--- src/rtl/timer_set_pkg.sv ---
// Shared encodings and constants for the timer-set datapath.
// Display selects, BCD limits, keypad digit range and the field clamp helper.
package timer_set_pkg;

  typedef enum logic [1:0] {
    DSEL_RUN   = 2'd0,
    DSEL_ENTRY = 2'd1,
    DSEL_KEYS  = 2'd2,
    DSEL_OFF   = 2'd3
  } dsel_e;

  localparam logic [7:0] BCD_MAX_SS    = 8'h59;
  localparam logic [7:0] BLANK_FIELD   = 8'hFF;
  localparam logic [3:0] KEY_DIGIT_MAX = 4'd9;

  // A field with an out-of-range tens or units digit saturates to 59.
  function automatic logic [7:0] bcd_clamp(input logic [7:0] f);
    return ((f[7:4] > 4'd5) || (f[3:0] > 4'd9)) ? BCD_MAX_SS : f;
  endfunction

endpackage

--- src/rtl/timer_set_datapath_if.sv ---
// Control word, keypad/tick inputs and status/display outputs of the timer-set datapath.
// master = controller/stimulus side, slave = datapath side.
interface timer_set_datapath_if;

  logic [3:0]  key_val;
  logic        key_strobe;
  logic        tick_1hz;
  logic        La;
  logic        Lb;
  logic        Lr;
  logic        Ea;
  logic        Er;
  logic        Kc;
  logic [1:0]  s;
  logic        t;
  logic        k7;
  logic        run;
  logic [15:0] disp;

  modport master (
    output key_val, key_strobe, tick_1hz, La, Lb, Lr, Ea, Er, Kc, s,
    input  t, k7, run, disp
  );

  modport slave (
    input  key_val, key_strobe, tick_1hz, La, Lb, Lr, Ea, Er, Kc, s,
    output t, k7, run, disp
  );

endinterface

--- src/rtl/timer_set_datapath_bcd_mod60_down.sv ---
// Two-digit BCD decrement modulo 60: 00 wraps to 59 and raises borrow_o.
// Purely combinational; input is assumed to be a valid BCD value <= 59.
module bcd_mod60_down
  import timer_set_pkg::*;
(
  input  logic [7:0] val_i,
  output logic [7:0] dec_o,
  output logic       borrow_o
);

  always_comb begin
    dec_o    = val_i;
    borrow_o = 1'b0;
    if (val_i == 8'h00) begin
      dec_o    = BCD_MAX_SS;
      borrow_o = 1'b1;
    end else if (val_i[3:0] == 4'd0) begin
      dec_o = {val_i[7:4] - 4'd1, 4'd9};
    end else begin
      dec_o = {val_i[7:4], val_i[3:0] - 4'd1};
    end
  end

endmodule

--- src/rtl/timer_set_datapath.sv ---
// Timer-set datapath: keypad entry registers, BCD mm:ss countdown, status flags, display mux.
// All outputs registered (1 cycle); no backpressure. Optional blink of the edited field: TSET_BLINK_EN.
module timer_set_datapath
  import timer_set_pkg::*;
#(
  parameter int MAX_KEYS  = 7,
  parameter int BLINK_DIV = 2
) (
  input  logic                 clk,
  input  logic                 rst_n,
  timer_set_datapath_if.slave  bus
);

  localparam int KCW = $clog2(MAX_KEYS + 1);

  logic [7:0]     a_q, a_d, b_q, b_d;
  logic [KCW-1:0] kcnt_q, kcnt_d;
  logic           k7_q, k7_d;
  logic [15:0]    r_q, r_d;
  logic           run_q, run_d;
  logic           t_q, t_d;
  logic [15:0]    disp_q, disp_d;

  logic           digit_ok;
  logic [7:0]     ss_dec, mm_dec;
  logic           ss_borrow, mm_borrow_unused;
  logic [15:0]    r_dec, load_val;
  logic           count_en;
  logic [15:0]    entry_view;

  assign digit_ok = bus.key_strobe && (bus.key_val <= KEY_DIGIT_MAX) && (bus.La || bus.Lb);

  always_comb begin
    a_d    = a_q;
    b_d    = b_q;
    kcnt_d = kcnt_q;
    if (digit_ok) begin
      if (bus.La) a_d = {a_q[3:0], bus.key_val};
      else        b_d = {b_q[3:0], bus.key_val};
      if (kcnt_q != KCW'(MAX_KEYS)) kcnt_d = kcnt_q + KCW'(1);
    end
    if (bus.Kc) kcnt_d = '0;
    k7_d = (kcnt_d == KCW'(MAX_KEYS));
  end

  bcd_mod60_down u_ss (
    .val_i    (r_q[7:0]),
    .dec_o    (ss_dec),
    .borrow_o (ss_borrow)
  );

  // Minutes never wrap below 00 because R==0 blocks the decrement.
  bcd_mod60_down u_mm (
    .val_i    (r_q[15:8]),
    .dec_o    (mm_dec),
    .borrow_o (mm_borrow_unused)
  );

  assign r_dec    = {ss_borrow ? mm_dec : r_q[15:8], ss_dec};
  assign load_val = {bcd_clamp(b_q), bcd_clamp(a_q)};
  assign count_en = bus.tick_1hz && bus.Ea && run_q && (r_q != 16'h0000);

  always_comb begin
    r_d   = r_q;
    run_d = run_q;
    t_d   = t_q;
    if (bus.Er) begin
      r_d   = 16'h0000;
      run_d = 1'b0;
      t_d   = 1'b0;
    end else if (bus.Lr) begin
      r_d   = load_val;
      run_d = (load_val != 16'h0000);
      t_d   = (load_val == 16'h0000);
    end else if (count_en) begin
      r_d = r_dec;
      if (r_dec == 16'h0000) begin
        run_d = 1'b0;
        t_d   = 1'b1;
      end
    end
  end

`ifdef TSET_BLINK_EN
  localparam int BW = (BLINK_DIV > 1) ? $clog2(BLINK_DIV) : 1;

  logic [BW-1:0] bcnt_q, bcnt_d;
  logic          phase_q, phase_d;

  always_comb begin
    bcnt_d  = bcnt_q;
    phase_d = phase_q;
    if (bus.tick_1hz) begin
      if (bcnt_q == BW'(BLINK_DIV - 1)) begin
        bcnt_d  = '0;
        phase_d = ~phase_q;
      end else begin
        bcnt_d = bcnt_q + BW'(1);
      end
    end
  end

  always_ff @(posedge clk or negedge rst_n) begin
    if (!rst_n) begin
      bcnt_q  <= '0;
      phase_q <= 1'b0;
    end else begin
      bcnt_q  <= bcnt_d;
      phase_q <= phase_d;
    end
  end

  always_comb begin
    entry_view = {b_q, a_q};
    if (phase_q) begin
      if (bus.La)      entry_view[7:0]  = BLANK_FIELD;
      else if (bus.Lb) entry_view[15:8] = BLANK_FIELD;
    end
  end
`else
  localparam int blink_div_unused = BLINK_DIV;

  assign entry_view = {b_q, a_q};
`endif

  always_comb begin
    disp_d = 16'h0000;
    case (dsel_e'(bus.s))
      DSEL_RUN:   disp_d = r_q;
      DSEL_ENTRY: disp_d = entry_view;
      DSEL_KEYS:  disp_d = 16'(kcnt_q);
      DSEL_OFF:   disp_d = 16'h0000;
      default:    disp_d = 16'h0000;
    endcase
  end

  always_ff @(posedge clk or negedge rst_n) begin
    if (!rst_n) begin
      a_q    <= 8'h00;
      b_q    <= 8'h00;
      kcnt_q <= '0;
      k7_q   <= 1'b0;
      r_q    <= 16'h0000;
      run_q  <= 1'b0;
      t_q    <= 1'b0;
      disp_q <= 16'h0000;
    end else begin
      a_q    <= a_d;
      b_q    <= b_d;
      kcnt_q <= kcnt_d;
      k7_q   <= k7_d;
      r_q    <= r_d;
      run_q  <= run_d;
      t_q    <= t_d;
      disp_q <= disp_d;
    end
  end

  assign bus.t    = t_q;
  assign bus.k7   = k7_q;
  assign bus.run  = run_q;
  assign bus.disp = disp_q;

endmodule

--- src/flat_wrapper.sv ---
// flat-port wrapper written by rule: the top's interface ports become plain ports
module timer_set_datapath_flat import timer_set_pkg::*;
#(
  parameter int MAX_KEYS  = 7,
  parameter int BLINK_DIV = 2
)
  (clk, rst_n, bus_key_val, bus_key_strobe, bus_tick_1hz, bus_La, bus_Lb, bus_Lr, bus_Ea, bus_Er, bus_Kc, bus_s, bus_t, bus_k7, bus_run, bus_disp);
  timer_set_datapath_if bus_i ();
  input  logic clk;
  input  logic rst_n;
  input wire logic [$bits(bus_i.key_val)-1:0] bus_key_val;
  input wire logic [$bits(bus_i.key_strobe)-1:0] bus_key_strobe;
  input wire logic [$bits(bus_i.tick_1hz)-1:0] bus_tick_1hz;
  input wire logic [$bits(bus_i.La)-1:0] bus_La;
  input wire logic [$bits(bus_i.Lb)-1:0] bus_Lb;
  input wire logic [$bits(bus_i.Lr)-1:0] bus_Lr;
  input wire logic [$bits(bus_i.Ea)-1:0] bus_Ea;
  input wire logic [$bits(bus_i.Er)-1:0] bus_Er;
  input wire logic [$bits(bus_i.Kc)-1:0] bus_Kc;
  input wire logic [$bits(bus_i.s)-1:0] bus_s;
  output wire logic [$bits(bus_i.t)-1:0] bus_t;
  output wire logic [$bits(bus_i.k7)-1:0] bus_k7;
  output wire logic [$bits(bus_i.run)-1:0] bus_run;
  output wire logic [$bits(bus_i.disp)-1:0] bus_disp;
  assign bus_i.key_val = bus_key_val;
  assign bus_i.key_strobe = bus_key_strobe;
  assign bus_i.tick_1hz = bus_tick_1hz;
  assign bus_i.La = bus_La;
  assign bus_i.Lb = bus_Lb;
  assign bus_i.Lr = bus_Lr;
  assign bus_i.Ea = bus_Ea;
  assign bus_i.Er = bus_Er;
  assign bus_i.Kc = bus_Kc;
  assign bus_i.s = bus_s;
  assign bus_t = bus_i.t;
  assign bus_k7 = bus_i.k7;
  assign bus_run = bus_i.run;
  assign bus_disp = bus_i.disp;
  timer_set_datapath #(.MAX_KEYS(MAX_KEYS), .BLINK_DIV(BLINK_DIV)) u_core (.clk(clk), .rst_n(rst_n), .bus(bus_i));
endmodule
--- config.mk ---
export PLATFORM = sky130hd
export DESIGN_NAME = timer_set_datapath_flat
export DESIGN_NICKNAME = d
export VERILOG_FILES = /design/src/rtl/timer_set_pkg.sv /design/src/rtl/timer_set_datapath_if.sv /design/src/rtl/timer_set_datapath_bcd_mod60_down.sv /design/src/rtl/timer_set_datapath.sv /design/src/flat_wrapper.sv
export SDC_FILE = /design/constraint.sdc
export NUM_CORES = 1
export LEC_CHECK = 0
export BUFFER_PORTS_ARGS = -buffer_cell sky130_fd_sc_hd__buf_2
export CORE_MARGIN = 5
export CORE_UTILIZATION = 43
export CTS_CLUSTER_SIZE = 40
export DETAILED_ROUTE_END_ITERATION = 6
export GPL_TIMING_DRIVEN = 1
export HOLD_SLACK_MARGIN = 0.08
export PLACE_DENSITY_LB_ADDON = 0.15
export RECOVER_POWER = 50
export SLEW_MARGIN = 20
export SYNTH_ARGS = -nofsm -noshare
export SYNTH_HDL_FRONTEND = slang
export SYNTH_SLANG_ARGS = --single-unit
--- constraint.sdc ---
create_clock -name clk -period 5.6 [get_ports clk]
set_clock_uncertainty 0.05 [all_clocks]
set_input_delay 0.56 -clock clk [delete_from_list [all_inputs] [get_ports clk]]
set_output_delay 0.56 -clock clk [all_outputs]
set_load 0.02 [all_outputs]
# Word level (Yosys, flattened, before mapping)
# Index checks and enable logic that the tools add are counted.
# W data, S select, Z words.
totals:
  inputBits: 16
  register_bits: 54
  output_inout_bits: 19
  word_cells: 69
classes:
  n_addsub: 5
  magnitude_cmp: 5
  n_bitwise: 1
  muxes: 23
  n_eq_ne: 5
  n_reduce_logical: 22
ops:
  columns: ["cell", "n"]
  rows:
  - ["$pmux W16 S4", 1]
  - ["$mux W8", 7]
  - ["$mux W16", 3]
  - ["$logic_not A16 Y1", 2]
  - ["$reduce_bool A16 Y1", 2]
  - ["$logic_not A8 Y1", 2]
  - ["$sub A4 B1 Y4 const B", 4]
  - ["$mux W1", 9]
  - ["$mux W3", 3]
  - ["$gt A4 B3 Y1 const B", 2]
  - ["$gt A4 B4 Y1 const B", 2]
  - ["$logic_not A4 Y1", 2]
  - ["$reduce_and A2 Y1", 3]
  - ["$reduce_bool A3 Y1", 2]
  - ["$logic_and A1 B1 Y1", 5]
  - ["$eq A2 B2 Y1 const B", 2]
  - ["$le A4 B4 Y1 const B", 1]
  - ["$add A3 B1 Y3 const B", 1]
  - ["$eq A3 B3 Y1 const B", 1]
  - ["$logic_or A1 B1 Y1", 3]
  - ["$ne A3 B3 Y1 const B", 1]
  - ["$eq A2 B1 Y1 const B", 1]
  - ["$logic_not A2 Y1", 1]
  - ["$not A1 Y1", 1]

# Depth between registers and ports, before layout
depth:
  ltp_word: 9
  depth_mapped: 8

# Cells and area by module
# From an unflattened synthesis, not the netlist that was laid out.
unflattened:
  hier_cells: 302
  hier_area_um2: 3086.7
modules_own_cells:
  columns: ["mod", "area_each_um2", "seq_area_each_um2", "n_inst", "cells_each"]
  rows:
  - ["timer_set_datapath", 2638.8, 1351.3, 1, 242]
  - ["bcd_mod60_down", 224.0, 0.0, 2, 30]

# Least setup slack after synthesis
# No wires, ideal clock.
synth_timing:
  path_type: "reg2reg"
  startpoint: "register u_core.r_q[4]"
  endpoint: "register u_core.run_q (netlist: u_core.bus.run)"
  path_stages_with_launch: 9
  setup_ps: 147
  arrival_time_ps: 2412
  path_slack_ps: 2991
  period_less_slack_ps: 2609
  cell_sequence: "dfrtp_1 -> inv_1 -> ha_1 -> or3b_2 -> clkbuf_1 -> nor3_1 -> mux2_2 -> o41ai_1 -> o221ai_1"
synth_between:
  elab_chain_cells: 6
  word_cells_on_any_way: 12
  cone_classes: "add/sub: 1; mux: 4; reduce/logical: 7"
synth_rtl:
  columns: ["item", "line", "text"]
  rows:
  - ["start, declared", "timer_set_datapath.sv:19", "logic [15:0] r_q, r_d;"]
  - ["start signal, assigned", "timer_set_datapath.sv:152", "r_q <= r_d;"]
  - ["$sub A4 B1 Y4 or $logic_not A8 Y1 (tied branches)", "timer_set_datapath_bcd_mod60_down.sv:18, timer_set_datapath_bcd_mod60_down.sv:14", null]
  - ["$mux W8 or $mux W1 (tied branches)", "timer_set_datapath_bcd_mod60_down.sv:17, timer_set_datapath_bcd_mod60_down.sv:14", null]
  - ["$mux W8 (on tied branches)", "timer_set_datapath_bcd_mod60_down.sv:14, timer_set_datapath.sv:59", null]
  - ["$logic_not A16 Y1", "timer_set_datapath.sv:77", "if (r_dec == 16'h0000) begin"]
  - ["$reduce_bool A3 Y1 (no source line)", null, null]
  - ["$reduce_and A2 Y1 (no source line) (*)", null, null]
  - ["end signal, assigned", "timer_set_datapath.sv:153", "run_q <= run_d;"]
  - ["end, declared", "timer_set_datapath.sv:20", "logic run_q, run_d;"]
# Mark *: on every way between the ends. The rest lies on a longest branch, timed or not.
# A chain may end at the register's enable or synchronous reset.

==> flow_metrics.tcl <==
set metrics [dict create \
    power.ir.vdd_worst_mv 0.1172 \
    grt-ovfl-total 0 \
    power.density_cell_area_mw_per_mm2 340.2 \
    grt.busiest_layer "met2" \
    netlist_area_mm2 0.002915 \
    crit_path_cell_trace "buf_2 -> clkbuf_1" \
    critical_path.endpoint_type "asynchronous set/reset pin" \
    dr.first_iter.drc_count 88 \
    final_antenna_net_count 0 \
    hold_buffers 0 \
    h-tree-depth 2 \
    buffer_ports.inserted 34 \
    top_level_ports 35 \
    area.growth.synth_to_final_pct 10.04 \
    slew_worst_pin_ns 2.877 \
    slew_violations 55 \
    cp-start-kind "input pin" \
    path_delay_family "buffers and inverters" \
    grt_first_pass_wirelength_mm 11.95 \
    groute.layer.met1.usage_pct 23.08 \
    synth-seq-cells 54 \
    critical_path_class "in -> async" \
    setup_total_negative_slack_ns 0 \
    via_per_inst 5.851 \
    placed_cells_incl_taps 389 \
    layout-drive-gt1-share_pct 21.14 \
    period_share_pct 52.29 \
    tritoncts.num_buffers 5 \
    sequential_share_of_the_synthesized_area_pct 46.35 \
    worst_setup_hold_path_clk_slew_ns 0.10 \
    synth.lib_cells_used.distinct 58 \
    final_nets 337 \
    fin_worst_hold_slack_ns 0.3810 \
    outcome "finished, violations left" \
    ys_async_sr_fraction_pct 100.0 \
    drv.max_cap_violation_count 1 \
    drc 0 \
    post_cts_resized 0 \
    syn-num-nets 310 \
    routed_wirelength_mm 7.160 \
    post_synthesis_mean_instance_area_um2 10.09 \
    critical_path_buffers_and_inverters 2 \
    clock_latency_ns 0.31 \
    clockBufferDepth 2 \
    shortest_period_the_worst_path_allows_ns 2.928 \
    met3_track_utilization_from_global_routing_pct 3.412 \
    r2r_slack_ns 2.69 \
    crit_path_max_incr_delay_ns 2.03 \
    floorplan.die_area_mm2 0.008527 \
    num-fill-cells 637 \
    placementRows 30 \
    hold_fails_final_rpt 0 \
    cp_max_fo 54 \
    routed-via-count 2323 \
    layout_common_cells "54 x dfrtp_1, 33 x buf_2, 25 x nor2_1" \
    leakagePower_nw 1.454 \
    diodes 0 \
    critical_path_arrival_ns 2.69 \
    layout_commonest_cell "dfrtp_1" \
    violations "max-capacitance violations, max-slew violations" \
    dieHeight_um 92.34 \
    timing.slew.headroom_pct -91.78 \
    rsz_0062_raised_after_global_routing "false" \
    design.core.area_mm2 0.006681 \
    track_usage_pct 17.64 \
    post-dp-hpwl_mm 5.108 \
    place_congestion 0.8807 \
    max_freq_mhz 341.5 \
    post_synth_inst_count 289 \
    grt_antenna_before_repair 0 \
    cts_setup_buffers 0 \
    cts_tree "done" \
    die_width_um 92.34 \
    maximum_number_of_pins_on_one_net_before_global_route_repair 55 \
    cts_root_buf "clkbuf_8" \
    worst_path_max_delay_cell "clkbuf_1" \
    layout.cells.non_filler 397 \
    synth_edf_count 0 \
    synth-warning-count 0 \
    final_report_setup_violation_count 0 \
    synth-main-ff-cell "dfrtp_1" \
    cts.sinks 54 \
    detail_route.wl_per_cell_um 18.04 \
    dr.pass1.iters 4 \
    hp-class "in -> reg" \
    grt_pass1_vias 2341 \
    grtUsageMet2_pct 28.70 \
    initial_utilization_pct 43.63 \
    worst_ep_required_time_ns 5.36 \
]
==> cells by family (layout without fill, tap and decap cells) <==
group,after synthesis,in the layout,share of synthesized area (%)
XOR/XNOR,6,6,1.803
AND/OR/NAND/NOR,103,103,18.46
AO/OA/AOI/OAI,58,58,14.08
buffers and inverters,28,56,4.506
flip-flops,54,54,46.35
multiplexers,35,35,12.66
adder cells (fa/ha/maj),5,5,2.146
==> per-stage QoR <==
stage	instance area [µm²]	total power, W	utilization [%]	worst slack [ns]
2_1_floorplan	2915	0.0007564	-	2.991
3_3_place_gp	3114	0.0008562	46.61	2.820
3_5_place_dp	3114	0.0008547	46.61	2.764
4_1_cts	3213	0.001096	48.09	2.707
5_1_grt	3208	0.001160	48.02	1.884
6_report	3208	0.001092	48.02	2.672
==> synthesized netlist by cell type (4+ instances only) <==
cell,number,area share [%]
nor4_1,6,1.3
ha_1,5,2.1
nor3_1,7,1.2
mux2i_1,20,6.9
xor2_1,4,1.2
nand2_1,23,3.0
clkbuf_1,7,0.90
a21oi_1,8,1.4
inv_1,11,1.4
nand4_1,5,1.1
o31ai_1,6,1.5
mux2_2,15,5.8
nand3_1,9,1.5
nor2_1,25,3.2
dfrtp_1,54,46
o21ai_0,14,2.4
nor3b_1,5,1.3
==> sequential cells by signal, summed over array words and instances (netlist names) <==
register	count
u_core.bus.run	1
u_core.bus.k7	1
u_core.kcnt_q	3
u_core.bus.disp	16
u_core.a_q	8
u_core.r_q	16
u_core.b_q	8
u_core.bus.t	1
==> worst paths after layout <==
| check | start | end | depth (start not counted) |
|---|---|---|---|
| max | rst_n | u_core.a_q[7] | 2 |
| min | bus_Kc | u_core.kcnt_q[0] | 2 |
| max reg2reg | u_core.r_q[8] | u_core.r_q[11] | 6 |
| min reg2reg | u_core.kcnt_q[2] | u_core.bus.disp[2] | 2 |
| max in group clk | u_core.r_q[8] | u_core.r_q[11] | 6 |
| min in group asynchronous | rst_n | u_core.r_q[14] | 2 |
==> report_power, final <==
| group | switching [W] | internal (W) | total (W) | leakage, nW |
|---|---|---|---|---|
| sequential | 0.0000779 | 0.000452 | 0.000530 | 0.699 |
| combinational | 0.000183 | 0.000136 | 0.000319 | 0.707 |
| clock | 0.000140 | 0.000102 | 0.000243 | 0.0478 |
==> layer usage <==
layer	wire [µm]	up-vias
li1	-	1112
met2	3513	54
met3	278	14
met1	3173	1143
met5	0	-
met4	193	0
==> final cells by class <==
class / count / area (µm²) / area share, %
repair buffers: 36 / 180.2 / 5.616
well taps: 80 / 100.1 / 3.120
flip-flops and latches: 54 / 1351 / 42.12
multi-input cells: 207 / 1433 / 44.66
clock inverters: 2 / 16.27 / 0.5070
clock buffers: 6 / 82.58 / 2.574
inverters: 12 / 45.04 / 1.404
(Power assumes the default switching activity.)
